[src/rtl/enc_bin2gray.sv]
// Binary-to-Gray encoder: combinational code plus a valid-qualified registered copy with adjacency flag.
// Optional Gray-to-binary decode of the registered code enabled by ENC_BIN2GRAY_DECODE_EN.
module enc_bin2gray #(
   parameter int unsigned WIDTH = 10
) (
   input  logic             clk,
   input  logic             rst_n,
   input  logic [WIDTH-1:0] bin,
   output logic [WIDTH-1:0] gray,
   input  logic             in_valid,
   output logic [WIDTH-1:0] gray_q,
   output logic             out_valid,
   output logic             adj_q,
   output logic [WIDTH-1:0] dec_q
);

   logic [WIDTH-1:0] code_d;
   logic             out_valid_d;
   logic             adj_d;
   logic             have_prev_q;
   logic             have_prev_d;
   logic [WIDTH-1:0] diff_c;
   logic             one_bit_c;

   // Purely combinational, independent of clock and reset
   assign gray = bin ^ (bin >> 1);

   // Exactly one bit set: nonzero and clearing the lowest set bit leaves zero
   assign diff_c    = gray ^ gray_q;
   assign one_bit_c = (diff_c != '0) && ((diff_c & (diff_c - WIDTH'(1))) == '0);

   // Next-state for the capture path; history only updates on a capture
   always_comb begin
      code_d      = gray_q;
      out_valid_d = 1'b0;
      adj_d       = adj_q;
      have_prev_d = have_prev_q;
      if (in_valid) begin
         code_d      = gray;
         out_valid_d = 1'b1;
         adj_d       = one_bit_c && have_prev_q;
         have_prev_d = 1'b1;
      end
   end

   always_ff @(posedge clk or negedge rst_n) begin
      if (!rst_n) begin
         gray_q      <= '0;
         out_valid   <= 1'b0;
         adj_q       <= 1'b0;
         have_prev_q <= 1'b0;
      end else begin
         gray_q      <= code_d;
         out_valid   <= out_valid_d;
         adj_q       <= adj_d;
         have_prev_q <= have_prev_d;
      end
   end

`ifdef ENC_BIN2GRAY_DECODE_EN
   // Prefix XOR from the MSB down reconstructs the captured binary value
   always_comb begin
      logic acc;
      acc   = 1'b0;
      dec_q = '0;
      for (int i = WIDTH - 1; i >= 0; i--) begin
         acc      = acc ^ gray_q[i];
         dec_q[i] = acc;
      end
   end
`else
   assign dec_q = '0;
`endif

endmodule

[config.mk]
export PLATFORM = sky130hd
export DESIGN_NAME = enc_bin2gray
export DESIGN_NICKNAME = d
export VERILOG_FILES = /design/src/rtl/enc_bin2gray.sv
export SDC_FILE = /design/constraint.sdc
export NUM_CORES = 1
export LEC_CHECK = 0
export ABC_CLOCK_PERIOD_IN_PS = 2000
export BUFFER_PORTS_ARGS = -buffer_cell sky130_fd_sc_hd__buf_2
export CAP_MARGIN = 20
export CELL_PAD_IN_SITES_DETAIL_PLACEMENT = 1
export CELL_PAD_IN_SITES_GLOBAL_PLACEMENT = 1
export CORE_ASPECT_RATIO = 0.6
export CORE_MARGIN = 2
export CORE_UTILIZATION = 31
export DETAILED_ROUTE_END_ITERATION = 6
export GPL_TIMING_DRIVEN = 0
export PLACE_DENSITY_LB_ADDON = 0.1
export SETUP_SLACK_MARGIN = 0.05
export SYNTH_ARGS = -nofsm -noshare
export SYNTH_HDL_FRONTEND = slang
export SYNTH_SLANG_ARGS = --single-unit
[constraint.sdc]
create_clock -name clk -period 2 [get_ports clk]
set_clock_uncertainty 0.2 [all_clocks]
set_input_delay 0.4 -clock clk [delete_from_list [all_inputs] [get_ports clk]]
set_output_delay 0.4 -clock clk [all_outputs]
set_load 0.02 [all_outputs]
==> impl_metrics.json, run 1 <==
{
  "status": "finished, final reports clean",
  "synth_cell_types": 24,
  "finalCritPeriodShare": 0.9572,
  "cts_root_buffer": "clkbuf_8",
  "vias": 881,
  "synth_compound_area_frac": 0.07609,
  "layout_commonest_cell": "buf_2",
  "max_slew_margin": 0.6544,
  "p_sw_mw": 0.3497,
  "cts_htree_levels": 1,
  "worst_skew_pair.late_latency_ps": 240,
  "yosys.area_share.adder": 0,
  "min_period_ps": 1914,
  "power_frac_comb": 0.393,
  "cts_buffer_depth": 2,
  "grt_usage": 0.1529,
  "stdcell_area_um2": 1266,
  "yosysSeqAreaShare": 0.3533,
  "power.share.switching": 0.3851,
  "hold_path_class": "input pin to flip-flop",
  "cp_data_required_time_ps": 1930,
  "place_area_um2": 1177,
  "antenna_found_initial": 0,
  "stdcell_count": 202,
  "rsz0062_at_grt": "yes",
  "arrival_ps": 1840,
  "nets": 174,
  "avgViaCountPerCell": 4.361,
  "place.gp.congestion": 0.7509,
  "cp_max_fo": 4,
  "yosys_most_used_dff": "dfrtp_1",
  "async_reset_ff_frac": 1.000,
  "diodes": 0,
  "wirelength_um": 2451,
  "p_leak_nw": 0.6462,
  "final_antenna_net_count": 0,
  "synth_area_per_cell_um2": 8.296,
  "place_hpwl_um": 1962,
  "areaGrowthSynthToFinish_pct": 37.50,
  "setup_viol": 0,
  "criticalPathCategory": "flip-flop to flip-flop",
  "p_int_mw": 0.5583,
  "portBuffers": 34,
  "fp.dieArea_um2": 3437,
  "io_pins": 45,
  "worstMarginPinSlew_ps": 518.4,
  "first_pass_iters": 4,
  "yosys_register_bits": 13,
  "crit_path_end_kind": "flip-flop",
  "cts_buffers": 3,
  "syn_inst": 111,
  "wl_per_cell_um": 12.13,
  "synth-edff-count": 0,
  "slew_violations": 0,
  "drc": 0,
  "grt_max_degree": 14,
  "clkSinkCount": 13,
  "die_y_um": 46.22,
  "synthMuxAreaShare": 0.02310,
  "p_per_area_nw_per_um2": 717.1,
  "mostFrequentLayoutCells": "buf_2, nor2_1, xor2_1",
  "sequentialPowerShare": 0.346,
  "worst_setup_path_start_kind": "flip-flop",
  "synthXorXnorAreaFrac": 0.1902,
  "fillers": 362,
  "layout-drive-gt1-share": 0.3813,
  "cap_violations": 0,
  "drt_iter0_markers": 18,
  "place_inst": 196,
  "grt_pass1_wl_um": 3843,
  "ir_worst_vdd_mv": 0.3617,
  "core_um2": 2853,
  "row_count": 15,
  "die_x_um": 74.37,
  "cts_tree": "built",
  "ys_warn_count": 0,
  "initial_core_util": 0.3228,
  "max_freq_ghz": 0.5223,
  "synth_area_um2": 920.9,
  "synth-simple-area-share": 0.2554,
  "grt_overflow": 0,
  "clkTransAtPathRegs_ps": 50,
  "pwr-share-clk": 0.261,
  "synth_top_family_by_area": "simple AND/OR/NAND/NOR gates",
  "whs_ps": 138.8,
  "grt_pass1_vias": 834,
  "finalHoldViolCount": 0
}
[final timing paths]
path                             start           to  slack [ps]  cells after the start
hold reg to reg            have_prev_q  have_prev_q         270                      1
setup reg to reg             gray_q[1]        adj_q          90                      6
hold / removal                in_valid    out_valid         140                      1
setup / recovery             gray_q[1]        adj_q          90                      6
min in group asynchronous        rst_n    gray_q[8]         380                      2
max in group asynchronous        rst_n        adj_q         980                      2
[kinds of logic (layout without fill, tap and decap cells)]
family / count (synthesis) / after routing
compound gates: 9 / 9
buf+inv: 13 / 53
xor+xnor: 20 / 20
other cells: 1 / 10
mux: 2 / 2
flops: 13 / 13
simple gates: 53 / 53
[metal layers]
layer	track usage	wire, um	part of all wire
met3	0.04595	151	0.062
met4	0.03214	23	0.0094
met2	0.2566	1113	0.45
met5	0	0	0
met1	0.1974	1162	0.47
[Yosys cell counts (2+ instances only)]
cell type | instances | share of area
a21oi_1 | 3 | 0.016
buf_4 | 11 | 0.090
nand3_1 | 4 | 0.022
nor2_1 | 33 | 0.13
xnor2_1 | 3 | 0.029
nand2_1 | 8 | 0.033
or3_1 | 3 | 0.020
xor2_1 | 17 | 0.16
dfrtp_1 | 13 | 0.35
o21ai_0 | 2 | 0.011
[critical path, stage by stage (launching register included)]
cell     delay (ps)
dfrtp_1         410
xor2_2          180
or3_1           400
nand2_2         110
nand4_2         120
mux2i_1         130
a32o_2          250
[power groups by stage]
stage | registers (mW) | logic (mW) | clock network (mW)
after global routing | 0.319 | 0.393 | 0.253
after detailed placement | 0.318 | 0.346 | 0
after global placement | 0.315 | 0.334 | 0
final | 0.314 | 0.357 | 0.237
after CTS | 0.313 | 0.349 | 0.248
after floorplan | 0.347 | 0.203 | 0
[cell type report]
type / count / area (um^2) / share of cell area
clock buffers: 3 / 41.29 / 0.03261
well taps: 42 / 52.55 / 0.04150
flip-flops and latches: 13 / 325.3 / 0.2569
repair buffers: 36 / 187.7 / 0.1482
multi-input cells: 94 / 564.3 / 0.4457
inverters: 1 / 3.754 / 0.002964
clock inverters: 1 / 5.005 / 0.003953
plain buffers: 12 / 86.33 / 0.06818
[state kept, by name, indices dropped and copies added, names as in the netlist]
signal and count:
adj_q 1, gray_q 10, have_prev_q 1, out_valid 1
[metrics by stage]
stage / util / TNS (ps) / total power, mW / worst slack (ps)
global route: 0.4439 / 0 / 0.9652 / 21.47
finish: 0.4439 / 0 / 0.9080 / 85.55
detailed placement: 0.4127 / -66.20 / 0.6638 / -66.20
global placement: 0.4127 / -10.77 / 0.6487 / -10.77
floorplan: - / 0 / 0.5496 / 117.1
CTS: 0.4325 / 0 / 0.9099 / 82.03
[repair_timing]
item                                    in CTS  in global routing
hold buffers                                 1                  0
endpoints found under the hold margin       13                  0
endpoints found under the setup margin       0                  1
gates resized for setup                      0                  4
setup buffers                                0                  1
No activity file was read; power rests on OpenSTA's default activity.
==> run 2: changes to the inputs <==
- ABC_AREA: unset -> 1
- CAP_MARGIN: 20 -> unset
- CORE_UTILIZATION: 31 -> 32
==> impl_metrics.json, run 2 <==
{
  "worst_setup_path_start_kind": "flip-flop",
  "p_per_area_nw_per_um2": 642.0,
  "p_leak_nw": 0.8630,
  "grt_overflow": 0,
  "place_hpwl_um": 2653,
  "initial_core_util": 0.3413,
  "portBuffers": 34,
  "core_um2": 3303,
  "grt_usage": 0.1744,
  "synth_area_um2": 1127,
  "hold_path_class": "input pin to flip-flop",
  "grt_pass1_wl_um": 5492,
  "final_antenna_net_count": 0,
  "drt_iter0_markers": 19,
  "grt_pass1_vias": 1260,
  "cts_buffer_depth": 2,
  "diodes": 0,
  "yosys_most_used_dff": "dfrtp_1",
  "wl_per_cell_um": 12.21,
  "ir_worst_vdd_mv": 0.2978,
  "finalHoldViolCount": 0,
  "yosys.area.top_type_share": 0.2886,
  "crit_path_end_kind": "flip-flop",
  "fp.dieArea_um2": 4029,
  "fin_tns_setup_ps": 0,
  "first_pass_iters": 4,
  "cpPeakStageDelay_ps": 400,
  "worst_skew_pair.late_latency_ps": 250,
  "regMostFlops": "gray_q",
  "antenna_found_initial": 0,
  "place_area_um2": 1388,
  "fin_util": 0.4367,
  "ys_warn_count": 0,
  "criticalPathCategory": "flip-flop to flip-flop",
  "grt_max_degree": 14,
  "vias": 1207,
  "cp_max_fo": 6,
  "slew_violations": 0,
  "crit_buf_inv": 0,
  "io_pins": 45,
  "layout-drive-gt1-share": 0.3094,
  "arrival_ps": 1610,
  "synth_area_per_cell_um2": 6.442,
  "clkTransAtPathRegs_ps": 60,
  "rsz0062_at_grt": "no",
  "layout_commonest_cell": "nand2_1",
  "slowest_stage": "dfrtp_1",
  "synth_area_leaders": "dfrtp_1, nand2_1, buf_4",
  "die_y_um": 49.98,
  "clkSinkCount": 13,
  "cts_htree_levels": 1,
  "synthMostInstantiatedCell": "nand2_1",
  "synth_common_cells": "nand2_1, inv_1, dfrtp_1",
  "mostFrequentLayoutCells": "nand2_1, buf_2, inv_1",
  "max_freq_ghz": 0.6150,
  "yosysTopAreaCell": "dfrtp_1",
  "row_count": 16,
  "whs_ps": 155.6,
  "place.gp.congestion": 0.7049,
  "synth-edff-count": 0,
  "yosys_register_bits": 13,
  "setup_viol": 0,
  "min_period_ps": 1626,
  "synth_cell_types": 23,
  "cts_root_buffer": "clkbuf_8",
  "cts_tree": "built",
  "avgViaCountPerCell": 4.504,
  "crit_chain": "nand3b_1 > nand2_2 > nand2_4 > nor2_8 > nand2_1 > nand2_1 > nand2_1 > nor2_1 > nand3_1 > nand2_1",
  "crit_family": "simple AND/OR/NAND/NOR gates",
  "stdcell_area_um2": 1443,
  "drc": 0,
  "crit_top_cell": "nand2_1",
  "status": "finished, final reports clean",
  "yosysSeqAreaShare": 0.2886,
  "async_reset_ff_frac": 1.000,
  "wirelength_um": 3271,
  "nets": 237,
  "largest_reg_flops": 10,
  "areaGrowthSynthToFinish_pct": 27.97,
  "finalCritPeriodShare": 0.8130,
  "cap_violations": 0,
  "cp_data_required_time_ps": 1990,
  "die_x_um": 80.63,
  "cts_buffers": 3,
  "syn_inst": 175
}
==> run 2: changes by cell type after synthesis, moves of 2 or more <==
cell	change
or3_1	-3
nand3_2	+2
xor2_1	-13
nand2_2	+6
o21ai_0	+9
nand2_1	+70
nor2_1	-29
inv_2	+5
nand3b_1	+2
nand2_4	+2
inv_1	+15
nand3_1	+4
==> run 2: final timing paths <==
path | startpoint | endpoint | slack, ps | cells after the start
setup / recovery | gray_q[3] | adj_q | 370 | 10
min in group asynchronous | rst_n | out_valid | 370 | 2
max in group asynchronous | rst_n | gray_q[6] | 990 | 2
hold / removal | in_valid | out_valid | 160 | 1
hold reg to reg | have_prev_q | have_prev_q | 300 | 1
setup reg to reg | gray_q[3] | adj_q | 370 | 10
==> run 2: cell type report <==
type / count / area (um^2)
Inverter: 20 / 75.07
Clock buffer: 4 / 45.04
Timing Repair Buffer: 35 / 180.2
Tap cell: 45 / 56.30
Buffer: 12 / 93.84
Multi-Input combinational cell: 139 / 666.9
Sequential cell: 13 / 325.3
Fill cell: 452 / 1861
==> run 2: routing by layer <==
| layer | GRT usage | share of wire | vias up | routed length (um) |
|---|---|---|---|---|
| li1 | - | - | 610 | - |
| met4 | 0.01695 | 0 | 0 | 0 |
| met5 | 0 | 0 | - | 0 |
| met1 | 0.2202 | 0.49 | 559 | 1612 |
| met3 | 0.04579 | 0.061 | 0 | 200 |
| met2 | 0.3097 | 0.45 | 38 | 1458 |
==> run 2: logic make-up (layout without fill, tap and decap cells) <==
family,count (synthesis),count (layout),synth area share
buf+inv,32,71,0.1498
compound gates,14,14,0.06548
simple gates,108,108,0.4384
flops,13,13,0.2886
xor+xnor,7,7,0.05439
other cells,1,10,0.003326
==> run 2: per-stage QoR <==
step	setup slack [ps]	std cells	power, mW
2_1_floorplan	359.1	184	0.5691
3_3_place_gp	260.8	263	0.6672
3_5_place_dp	142.9	263	0.6862
4_1_cts	362.1	268	0.9334
5_1_grt	191.9	268	0.9839
6_report	374.0	268	0.9261
==> run 2: repair_timing <==
action | in CTS | in global routing
hold endpoints to repair | 13 | 0
resized for setup | 0 | 0
buffers inserted | 0 | 0
hold buffers | 1 | 0
==> run 2: power by group <==
group / switching [mW] / leakage, nW / internal, mW
Clock: 0.102 / 0.0228 / 0.141
Sequential: 0.0242 / 0.155 / 0.287
Combinational: 0.247 / 0.685 / 0.125
Total: 0.373 / 0.863 / 0.553
==> run 3: changes to the inputs <==
- ABC_CLOCK_PERIOD_IN_PS: 2000 -> 1600
- clock period: 2 -> 1.6 ns (I/O delays scaled with it)
==> impl_metrics.json, run 3 (synthesis gave the netlist of run 2 again) <==
{
  "status": "finished, final reports clean",
  "cts_buffer_depth": 2,
  "min_period_ps": 1580,
  "place.gp.congestion": 0.7052,
  "regMostFlops": "gray_q",
  "crit_chain": "inv_1 > nand2_1 > nand2_1 > nand2_4 > nor2_8 > nand2_1 > nand2_1 > nand2_1 > nor2_1 > nand3_1 > nand2_1",
  "clkTransAtPathRegs_ps": 60,
  "io_pins": 45,
  "die_y_um": 49.98,
  "max_freq_ghz": 0.6327,
  "crit_start": "gray_q[1]",
  "timing.rr.start": "gray_q[1]",
  "drc": 0,
  "finalHoldViolCount": 0,
  "grt_max_degree": 14,
  "place_hpwl_um": 2715,
  "drt_iter0_markers": 33,
  "rsz0062_at_grt": "yes",
  "top_layer": "met4",
  "cts_root_buffer": "clkbuf_8",
  "cp_max_fo": 6,
  "areaGrowthSynthToFinish_pct": 32.52,
  "arrival_ps": 1570,
  "worst_hold_path.endpoint": "out_valid",
  "layout_commonest_cell": "nand2_1",
  "worst_setup_path_start_kind": "flip-flop",
  "setup_viol": 0,
  "fin_tns_setup_ps": 0,
  "ir_worst_vdd_mv": 0.4162,
  "finalCritPeriodShare": 0.9878,
  "criticalPathCategory": "flip-flop to flip-flop",
  "mostFrequentLayoutCells": "nand2_1, buf_2, buf_4",
  "worstHoldStart": "in_valid",
  "cts_buffers": 3,
  "initial_core_util": 0.3413,
  "vias": 1219,
  "p_leak_nw": 0.8888,
  "diodes": 0,
  "wl_met3_um": 229,
  "clkSinkCount": 13,
  "wl_per_cell_um": 12.30,
  "slowest_stage": "dfrtp_2",
  "hold_path_class": "input pin to flip-flop",
  "worstHoldPathCells": 1,
  "cp_data_required_time_ps": 1590,
  "fp.dieArea_um2": 4029,
  "first_pass_iters": 4,
  "whs_ps": 69.27,
  "avgViaCountPerCell": 4.465,
  "wirelength_um": 3359,
  "largest_reg_flops": 10,
  "place_area_um2": 1395,
  "cpPeakStageDelay_ps": 430,
  "route.met2.wl_um": 1486,
  "final_antenna_net_count": 0,
  "crit_top_cell": "nand2_1",
  "wl_met1_um": 1623,
  "die_x_um": 80.63,
  "r2r_slack_ps": 20,
  "p_per_area_nw_per_um2": 795.0,
  "cts_htree_levels": 1,
  "stdcell_area_um2": 1494,
  "grt_overflow": 0,
  "antenna_found_initial": 0,
  "slew_violations": 0,
  "cap_violations": 0,
  "fillers": 468,
  "layout-drive-gt1-share": 0.3421,
  "portBuffers": 34,
  "nets": 242,
  "rr_endpoint": "adj_q",
  "core_um2": 3303,
  "reg2reg_depth": 11,
  "cts_tree": "built",
  "crit_path_end_kind": "flip-flop",
  "grt_usage": 0.1747,
  "grt_pass1_wl_um": 5347,
  "grt_pass1_vias": 1162,
  "row_count": 16,
  "worst_skew_pair.late_latency_ps": 250
}
-- run 3: cell count changes in the layout (fill, tap and decap cells not counted), sizes merged --
| cell | change |
|---|---|
| buf | +5 |
-- run 3: repair_timing --
item	4_1_cts	5_1_grt
resized for setup	3	1
buffers inserted	1	4
endpoints found under the hold margin	13	0
endpoints found under the setup margin	1	1
pin swaps	2	2
hold buffers	1	0
-- run 3: metrics by stage --
step                      worst slack, ps  total power [mW]    util  instances
after global placement             -58.04            0.8353  0.4223        263
final                               19.55             1.188  0.4523        273
after global routing               -121.3             1.268  0.4523        273
after floorplan                     75.64            0.7122       -        184
after detailed placement           -171.1            0.8621  0.4223        263
after CTS                           23.52             1.178  0.4428        269
-- run 3: area by class of cell --
type | instances | area [um^2] | share of cell area
multi-input combinational | 139 | 679.4 | 0.4548
sequential | 13 | 326.6 | 0.2186
timing repair buffer | 40 | 217.7 | 0.1457
buffer | 12 | 93.84 | 0.06281
inverter | 20 | 75.07 | 0.05025
tap | 45 | 56.30 | 0.03769
clock buffer | 4 | 45.04 | 0.03015
-- run 3: routing by layer --
layer  track usage  vias to the layer above
li1              -                      622
met1        0.2368                      557
met2        0.2833                       36
met3       0.04212                        4
met4       0.03672                        0
met5             0                        -
-- run 3: critical path, delay by kind of cell (launching register included) --
kind / cells / cell delay, ps
buffers and inverters: 1 / 80
DFF: 1 / 430
and+or+nand+nor: 10 / 820
-- run 3: power by group --
group	total, mW	switching (mW)	internal, mW
Clock	0.305	0.129	0.177
Sequential	0.389	0.0300	0.359
Combinational	0.494	0.318	0.176
-- run 3: worst max-delay path by stage --
stage | endpoint | slack, ps | depth (start not counted)
2_1_floorplan | adj_q | 80 | 9
3_3_place_gp | adj_q | -60 | 14
3_5_place_dp | adj_q | -170 | 13
4_1_cts | adj_q | 20 | 10
5_1_grt | adj_q | -120 | 11
6_report | adj_q | 20 | 11
